<file path="src/rtl/cdb_arbiter_pkg.sv">
`default_nettype none
// ============================================================================
//  Module      : cdb_arbiter_pkg
//  Description : Shared constants and types for the common data bus arbiter.
//  Revision    : 1.0 - initial release
// ============================================================================
package cdb_arbiter_pkg;

  localparam int ROB_W  = 5;
  localparam int DATA_W = 32;

  localparam logic [ROB_W-1:0]  ZERO_ROB  = '0;
  localparam logic [DATA_W-1:0] ZERO_DATA = '0;

  // Requester index assignment on the CDB
  localparam int REQ_ALU    = 0;
  localparam int REQ_BRANCH = 1;
  localparam int REQ_LS     = 2;

  // One buffered result, as held in a slot and as broadcast on the bus
  typedef struct packed {
    logic [ROB_W-1:0]  tag;
    logic [DATA_W-1:0] value;
    logic              isjump;
    logic              isload;
    logic [DATA_W-1:0] jump_addr;
  } cdb_entry_t;

  localparam cdb_entry_t CDB_IDLE = '{
    tag:       ZERO_ROB,
    value:     ZERO_DATA,
    isjump:    1'b0,
    isload:    1'b0,
    jump_addr: ZERO_DATA
  };

  // Width of a requester index; at least one bit
  function automatic int idx_width(input int n);
    return (n <= 2) ? 1 : $clog2(n);
  endfunction

endpackage
`default_nettype wire

</file>
<file path="src/rtl/cdb_arbiter_if.sv">
`default_nettype none
// ============================================================================
//  Module      : cdb_arbiter_if
//  Description : Requester handshake, control and CDB broadcast signals.
//  Revision    : 1.0 - initial release
// ============================================================================
interface cdb_arbiter_if
  import cdb_arbiter_pkg::*;
#(
  parameter int NUM_REQ = 3
) ();

  logic                      ena;
  logic                      in_flush;
  logic [NUM_REQ-1:0]        in_req_valid;
  logic [NUM_REQ-1:0]        out_req_ready;
  logic [NUM_REQ*ROB_W-1:0]  in_req_tag;
  logic [NUM_REQ*DATA_W-1:0] in_req_value;
  logic [NUM_REQ-1:0]        in_req_isjump;
  logic [NUM_REQ-1:0]        in_req_isload;
  logic [NUM_REQ*DATA_W-1:0] in_req_jump_addr;
  logic [ROB_W-1:0]          out_cdb_rob_tag;
  logic [DATA_W-1:0]         out_cdb_value;
  logic [DATA_W-1:0]         out_cdb_jump_addr;
  logic                      out_cdb_isjump;
  logic                      out_cdb_isload;
  logic                      out_busy;

  // Execution units and pipeline control side
  modport master (
    output ena, in_flush, in_req_valid, in_req_tag, in_req_value,
           in_req_isjump, in_req_isload, in_req_jump_addr,
    input  out_req_ready, out_cdb_rob_tag, out_cdb_value, out_cdb_jump_addr,
           out_cdb_isjump, out_cdb_isload, out_busy
  );

  // Arbiter side
  modport slave (
    input  ena, in_flush, in_req_valid, in_req_tag, in_req_value,
           in_req_isjump, in_req_isload, in_req_jump_addr,
    output out_req_ready, out_cdb_rob_tag, out_cdb_value, out_cdb_jump_addr,
           out_cdb_isjump, out_cdb_isload, out_busy
  );

endinterface
`default_nettype wire

</file>
<file path="src/rtl/cdb_rr_pick.sv">
`default_nettype none
// ============================================================================
//  Module      : cdb_rr_pick
//  Description : Combinational picker. Searches the valid vector starting at
//                ptr, wrapping NUM_REQ-1 -> 0, and returns the first hit as a
//                one-hot grant plus its binary index.
//  Revision    : 1.0 - initial release
// ============================================================================
module cdb_rr_pick #(
  parameter int NUM_REQ = 3,
  parameter int IDX_W   = 2
) (
  input  logic [NUM_REQ-1:0] valid,
  input  logic [IDX_W-1:0]   ptr,
  output logic [NUM_REQ-1:0] grant,
  output logic [IDX_W-1:0]   index,
  output logic               any
);

  logic [IDX_W:0]   sum;
  logic [IDX_W-1:0] k;

  // First valid entry at or after ptr, in circular order
  always_comb begin
    grant = '0;
    index = '0;
    any   = 1'b0;
    sum   = '0;
    k     = '0;
    for (int off = 0; off < NUM_REQ; off++) begin
      sum = {1'b0, ptr} + (IDX_W+1)'(off);
      if (sum >= (IDX_W+1)'(NUM_REQ)) begin
        sum = sum - (IDX_W+1)'(NUM_REQ);
      end
      k = sum[IDX_W-1:0];
      if (!any && valid[k]) begin
        any      = 1'b1;
        grant[k] = 1'b1;
        index    = k;
      end
    end
  end

endmodule
`default_nettype wire

</file>
<file path="src/rtl/cdb_arbiter.sv">
`default_nettype none
// ============================================================================
//  Module      : cdb_arbiter
//  Description : Common data bus arbiter. Each requester owns a one-entry
//                holding slot; one occupied slot per cycle is granted and its
//                contents are broadcast on registered CDB outputs.
//                Build option CDB_ROUND_ROBIN_EN: defined selects round-robin
//                arbitration, undefined selects fixed priority (index 0 wins).
//  Revision    : 1.0 - initial release
// ============================================================================
module cdb_arbiter
  import cdb_arbiter_pkg::*;
#(
  parameter int NUM_REQ = 3
) (
  input  logic          clk,
  input  logic          rst,
  cdb_arbiter_if.slave  bus
);

  localparam int IDX_W = idx_width(NUM_REQ);

  cdb_entry_t         in_entry [NUM_REQ];
  cdb_entry_t         slot     [NUM_REQ];
  logic [NUM_REQ-1:0] slot_valid;
  logic [NUM_REQ-1:0] grant;
  logic [IDX_W-1:0]   grant_idx;
  logic               grant_any;
  logic [IDX_W-1:0]   pick_ptr;
  logic [NUM_REQ-1:0] ready;
  logic [NUM_REQ-1:0] accept;
  logic               advance;
  cdb_entry_t         cdb_q;

  // Unpack the flat per-requester input buses into entries
  for (genvar gi = 0; gi < NUM_REQ; gi++) begin : g_unpack
    assign in_entry[gi] = '{
      tag:       bus.in_req_tag[gi*ROB_W +: ROB_W],
      value:     bus.in_req_value[gi*DATA_W +: DATA_W],
      isjump:    bus.in_req_isjump[gi],
      isload:    bus.in_req_isload[gi],
      jump_addr: bus.in_req_jump_addr[gi*DATA_W +: DATA_W]
    };
  end

  cdb_rr_pick #(
    .NUM_REQ (NUM_REQ),
    .IDX_W   (IDX_W)
  ) u_pick (
    .valid (slot_valid),
    .ptr   (pick_ptr),
    .grant (grant),
    .index (grant_idx),
    .any   (grant_any)
  );

  // A slot can take a new result when empty or when it is being drained now
  assign ready   = {NUM_REQ{bus.ena & ~bus.in_flush}} & (~slot_valid | grant);
  assign accept  = bus.in_req_valid & ready;
  assign advance = bus.ena & ~bus.in_flush & grant_any;

`ifdef CDB_ROUND_ROBIN_EN
  logic [IDX_W-1:0] rr_ptr;

  // Round-robin pointer moves one past the winner; flush returns it to 0
  always_ff @(posedge clk or posedge rst) begin
    if (rst) begin
      rr_ptr <= '0;
    end else if (bus.ena) begin
      if (bus.in_flush) begin
        rr_ptr <= '0;
      end else if (advance) begin
        rr_ptr <= (grant_idx == IDX_W'(NUM_REQ-1)) ? '0 : grant_idx + IDX_W'(1);
      end
    end
  end

  assign pick_ptr = rr_ptr;
`else
  assign pick_ptr = '0;
`endif

  // Slot fill / drain; a zero-tag result is accepted but never stored
  always_ff @(posedge clk or posedge rst) begin
    if (rst) begin
      slot_valid <= '0;
      for (int i = 0; i < NUM_REQ; i++) begin
        slot[i] <= CDB_IDLE;
      end
    end else if (bus.ena) begin
      if (bus.in_flush) begin
        slot_valid <= '0;
      end else begin
        for (int i = 0; i < NUM_REQ; i++) begin
          if (accept[i]) begin
            slot_valid[i] <= (in_entry[i].tag != ZERO_ROB);
            slot[i]       <= in_entry[i];
          end else if (grant[i]) begin
            slot_valid[i] <= 1'b0;
          end
        end
      end
    end
  end

  // Registered broadcast of the granted slot, idle pattern otherwise
  always_ff @(posedge clk or posedge rst) begin
    if (rst) begin
      cdb_q <= CDB_IDLE;
    end else if (bus.ena) begin
      if (advance) begin
        cdb_q <= slot[grant_idx];
      end else begin
        cdb_q <= CDB_IDLE;
      end
    end
  end

  assign bus.out_req_ready     = ready;
  assign bus.out_busy          = |slot_valid;
  assign bus.out_cdb_rob_tag   = cdb_q.tag;
  assign bus.out_cdb_value     = cdb_q.value;
  assign bus.out_cdb_isjump    = cdb_q.isjump;
  assign bus.out_cdb_isload    = cdb_q.isload;
  assign bus.out_cdb_jump_addr = cdb_q.jump_addr;

endmodule
`default_nettype wire

</file>
<file path="src/flat_wrapper.sv">
// flat-port wrapper written by rule: the top's interface ports become plain ports
module cdb_arbiter_flat import cdb_arbiter_pkg::*;
#(
  parameter int NUM_REQ = 3
)
  (clk, rst, bus_ena, bus_in_flush, bus_in_req_valid, bus_in_req_tag, bus_in_req_value, bus_in_req_isjump, bus_in_req_isload, bus_in_req_jump_addr, bus_out_req_ready, bus_out_cdb_rob_tag, bus_out_cdb_value, bus_out_cdb_jump_addr, bus_out_cdb_isjump, bus_out_cdb_isload, bus_out_busy);
  cdb_arbiter_if #(.NUM_REQ(NUM_REQ)) bus_i ();
  input  logic clk;
  input  logic rst;
  input wire logic [$bits(bus_i.ena)-1:0] bus_ena;
  input wire logic [$bits(bus_i.in_flush)-1:0] bus_in_flush;
  input wire logic [$bits(bus_i.in_req_valid)-1:0] bus_in_req_valid;
  input wire logic [$bits(bus_i.in_req_tag)-1:0] bus_in_req_tag;
  input wire logic [$bits(bus_i.in_req_value)-1:0] bus_in_req_value;
  input wire logic [$bits(bus_i.in_req_isjump)-1:0] bus_in_req_isjump;
  input wire logic [$bits(bus_i.in_req_isload)-1:0] bus_in_req_isload;
  input wire logic [$bits(bus_i.in_req_jump_addr)-1:0] bus_in_req_jump_addr;
  output wire logic [$bits(bus_i.out_req_ready)-1:0] bus_out_req_ready;
  output wire logic [$bits(bus_i.out_cdb_rob_tag)-1:0] bus_out_cdb_rob_tag;
  output wire logic [$bits(bus_i.out_cdb_value)-1:0] bus_out_cdb_value;
  output wire logic [$bits(bus_i.out_cdb_jump_addr)-1:0] bus_out_cdb_jump_addr;
  output wire logic [$bits(bus_i.out_cdb_isjump)-1:0] bus_out_cdb_isjump;
  output wire logic [$bits(bus_i.out_cdb_isload)-1:0] bus_out_cdb_isload;
  output wire logic [$bits(bus_i.out_busy)-1:0] bus_out_busy;
  assign bus_i.ena = bus_ena;
  assign bus_i.in_flush = bus_in_flush;
  assign bus_i.in_req_valid = bus_in_req_valid;
  assign bus_i.in_req_tag = bus_in_req_tag;
  assign bus_i.in_req_value = bus_in_req_value;
  assign bus_i.in_req_isjump = bus_in_req_isjump;
  assign bus_i.in_req_isload = bus_in_req_isload;
  assign bus_i.in_req_jump_addr = bus_in_req_jump_addr;
  assign bus_out_req_ready = bus_i.out_req_ready;
  assign bus_out_cdb_rob_tag = bus_i.out_cdb_rob_tag;
  assign bus_out_cdb_value = bus_i.out_cdb_value;
  assign bus_out_cdb_jump_addr = bus_i.out_cdb_jump_addr;
  assign bus_out_cdb_isjump = bus_i.out_cdb_isjump;
  assign bus_out_cdb_isload = bus_i.out_cdb_isload;
  assign bus_out_busy = bus_i.out_busy;
  cdb_arbiter #(.NUM_REQ(NUM_REQ)) u_core (.clk(clk), .rst(rst), .bus(bus_i));
endmodule
</file>
<file path="config.mk">
export PLATFORM = sky130hd
export DESIGN_NAME = cdb_arbiter_flat
export DESIGN_NICKNAME = d
export VERILOG_FILES = /design/src/rtl/cdb_arbiter_pkg.sv /design/src/rtl/cdb_arbiter_if.sv /design/src/rtl/cdb_rr_pick.sv /design/src/rtl/cdb_arbiter.sv /design/src/flat_wrapper.sv
export SDC_FILE = /design/constraint.sdc
export NUM_CORES = 1
export LEC_CHECK = 0
export CORE_MARGIN = 1
export CORE_UTILIZATION = 56
export CTS_BUF_LIST = sky130_fd_sc_hd__clkbuf_2
export DETAILED_ROUTE_END_ITERATION = 7
export PLACE_DENSITY = 0.88
export SYNTH_ARGS = -nofsm -noshare
export SYNTH_HDL_FRONTEND = slang
export SYNTH_SLANG_ARGS = --single-unit
</file>
<file path="constraint.sdc">
create_clock -name clk -period 17.3 [get_ports clk]
set_clock_uncertainty 0.2 [all_clocks]
set_input_delay 3.46 -clock clk [delete_from_list [all_inputs] [get_ports clk]]
set_output_delay 3.46 -clock clk [all_outputs]
set_load 0.02 [all_outputs]
</file>
==> impl_metrics.env <==
export IMPL_drtIter0Drc=609
export IMPL_drive_above_1_share_pct=26.6
export IMPL_finalNetCount=1479
export IMPL_timing_reg2reg_worst_path_depth=4
export IMPL_floorplan_die_height_um=152
export IMPL_cp_arrival_ns=5.70
export IMPL_syn_area_um2=12600
export IMPL_post_synth_cell_area_avg_um2=13.2
export IMPL_first_global_vias=10020
export IMPL_grt_use_total_pct=30.6
export IMPL_min_delay_path_depth=1
export IMPL_die_width_um=152
export IMPL_grt_overflow_total=0
export IMPL_critical_path_max_stage_delay_ns=0.70
export IMPL_number_of_antenna_violations_at_the_first_check_in_global_routing=3
export IMPL_cts_root_to_sink_buffers=3
export IMPL_number_of_failing_setup_endpoints_in_the_final_timing_report=0
export IMPL_route_antenna_remaining_nets=0
export IMPL_synth_top_cell_area_share_pct=56.9
export IMPL_tritoncts_num_buffers=73
export IMPL_kind_of_critical_path="input pin to output pin"
export IMPL_syn_nets=1176
export IMPL_grt_setup_unrepaired="false"
export IMPL_ys_seq_elements=287
export IMPL_critPathMaxFanout=75
export IMPL_worst_ep_required_time_ns=13.64
export IMPL_num_vias=9422
export IMPL_io_pin_count=295
export IMPL_core_area_um2=22000
export IMPL_gp_congestion=0.843
export IMPL_critical_path_cell_chain="buf_2 > buf_4 > nor2b_4 > a21boi_0 > clkdlybuf4s50_1"
export IMPL_power_density_nw_per_um2=109
export IMPL_detail_route_drc_violations=44
export IMPL_first_pass_grt_wire_length_um=54800
export IMPL_floorplan_die_area_um2=23100
export IMPL_initial_core_utilization_pct=57.5
export IMPL_cts_repair_resized=0
export IMPL_period_utilization_pct=54.1
export IMPL_detailedPlacementHpwl_um=21200
export IMPL_worst_path_max_delay_cell="buf_4"
export IMPL_static_leakage_power_nw=6.93
export IMPL_detail_route_wl_per_cell_um=21.9
export IMPL_holdCritPathClass="flip-flop to flip-flop"
export IMPL_transition_at_the_pin_with_the_smallest_max_transition_slack_ns=1.12
export IMPL_area_growth_pct=28.4
export IMPL_ctsHoldBuffers=0
export IMPL_vdd_drop_max_mv=0.0631
export IMPL_yosysTopAreaCell="dfrtp_1"
export IMPL_dp_worst_setup_slack_ns=7.96
export IMPL_cap_viol_max_count=0
export IMPL_firstDrtPassIters=8
export IMPL_cts_setup_buffers=0
export IMPL_cts_root_buf="clkbuf_2"
export IMPL_row_count=54
export IMPL_violations="DRC"
export IMPL_most_common_cell_after_layout_fill_and_taps_aside="clkdlybuf4s50_1"
export IMPL_synth_seq_area_share_pct=56.9
export IMPL_max_freq_mhz=107
export IMPL_tns_ns=0
export IMPL_clock_sinks=287
export IMPL_routed_wl_um=34700
export IMPL_clock_tree_htree_level_count=3
export IMPL_maxSlewHeadroom_pct=25.1
export IMPL_library_cells_used_by_synthesis=26
export IMPL_filler_cell_count_in_the_final_layout=1415
export IMPL_portBuffers=294
export IMPL_cp_end_kind="output pin"
export IMPL_netlist_top_cells_area="dfrtp_1 (57%), mux2_2 (13%), a21oi_1 (8.4%)"
export IMPL_cts_tree="done"
export IMPL_layout_common_cells="clkdlybuf4s50_1 (293), dfrtp_1 (286), a21oi_1 (213), mux2_2 (143), clkbuf_2 (104)"
export IMPL_clk_insertion_delay_late_ns=0.83
export IMPL_final_hold_violation_count=0
export IMPL_finalWorstPathRequiredPeriod_ns=9.36
export IMPL_clk_transition_reported_paths_ns=0.08
export IMPL_yosys_warnings=0
export IMPL_run_status="finished with violations"
export IMPL_drt_vias_per_instance=5.94
export IMPL_setup_slack_ns=7.94
export IMPL_startpoint_type_of_the_worst_setup_path="input pin"
export IMPL_finalMaxSlewViolations=0
export IMPL_grt_max_degree=127
export IMPL_syn_instance_count=956
-- metal layers --
metal,GRT usage [%],part of all wire [%]
met3,10.4,9.9
met1,38.2,39
met5,0,0.037
met4,13.8,3.1
met2,48.6,48
-- Yosys cell counts --
library cell  number
a21oi_1          213
buf_2             27
a21boi_0           1
o2bb2ai_1          1
buf_12             8
and3_4             1
o221ai_1          72
clkbuf_1          33
nand2b_1           1
nor2_1             2
nor2b_1           72
o211ai_1           1
o211ai_4           1
inv_2              1
mux2_2           143
o22ai_1            1
dfrtp_1          287
buf_1              3
or4_1              3
mux2_4            70
and2_1             1
or3_1              1
buf_4              7
inv_1              3
nand2_2            1
o21ai_0            2
-- registers in the layout, indices dropped and copies added (netlist names) --
signal                        flops
u_core.bus.out_cdb_value         32
u_core.slot_valid                 3
u_core.bus.out_cdb_rob_tag        5
u_core.bus.out_cdb_jump_addr     32
u_core.slot                     213
u_core.bus.out_cdb_isjump         1
u_core.bus.out_cdb_isload         1
-- final cells by class --
class	instances	area, um^2	share of cell area, %
Multi-Input combinational cell	587	4950	30.6
Timing Repair Buffer	306	3030	18.7
Inverter	4	22.5	0.139
Clock buffer	104	520	3.21
Clock inverter	16	140	0.865
Sequential cell	287	7180	44.3
Antenna cell	1	2.50	0.0154
Tap cell	280	350	2.16
-- worst paths after layout --
kind | from | endpoint | slack (ns)
max | bus_ena | bus_out_req_ready[1] | 7.94
min | u_core.slot[130] | u_core.slot[130] | 0.31
max reg2reg | u_core.slot_valid[1] | u_core.slot[68] | 14.21
min reg2reg | u_core.slot[130] | u_core.slot[130] | 0.31
max in group asynchronous | rst | u_core.slot[36] | 12.20
min in group asynchronous | rst | u_core.slot[203] | 3.04
-- per-stage QoR --
step | total power [W] | hold WS, ns | cell area, um^2 | std cells | util (%)
detailed placement | 0.00130 | 0.294 | 15500 | 1464 | 70.8
CTS | 0.00177 | 0.314 | 16200 | 1584 | 73.8
global route | 0.00185 | 0.323 | 16200 | 1585 | 73.8
floorplan | 0.00113 | 0.280 | 12600 | 956 | -
global placement | 0.00128 | 0.288 | 15500 | 1464 | 70.8
finish | 0.00176 | 0.311 | 16200 | 1585 | 73.8
-- where the power goes --
group          internal (W)  switching (W)  leakage [nW]
registers          0.000798      0.0000768          3.51
clock network      0.000203       0.000269         0.505
logic              0.000233       0.000184          2.91
-- logic make-up after synthesis --
kind of cell    count (synthesis)  synth area share, %
compound gates                292                 13.9
flops                         287                 56.9
mux                           213                 21.1
simple gates                   82                 4.10
buf+inv                        82                 3.95
-- critical path: cells and delay by family --
| kind | cells | cell delay (ns) |
|---|---|---|
| compound gates | 1 | 0.23 |
| buf+inv | 3 | 1.41 |
| simple gates | 1 | 0.59 |
No activity file was read; power rests on OpenSTA's default activity.
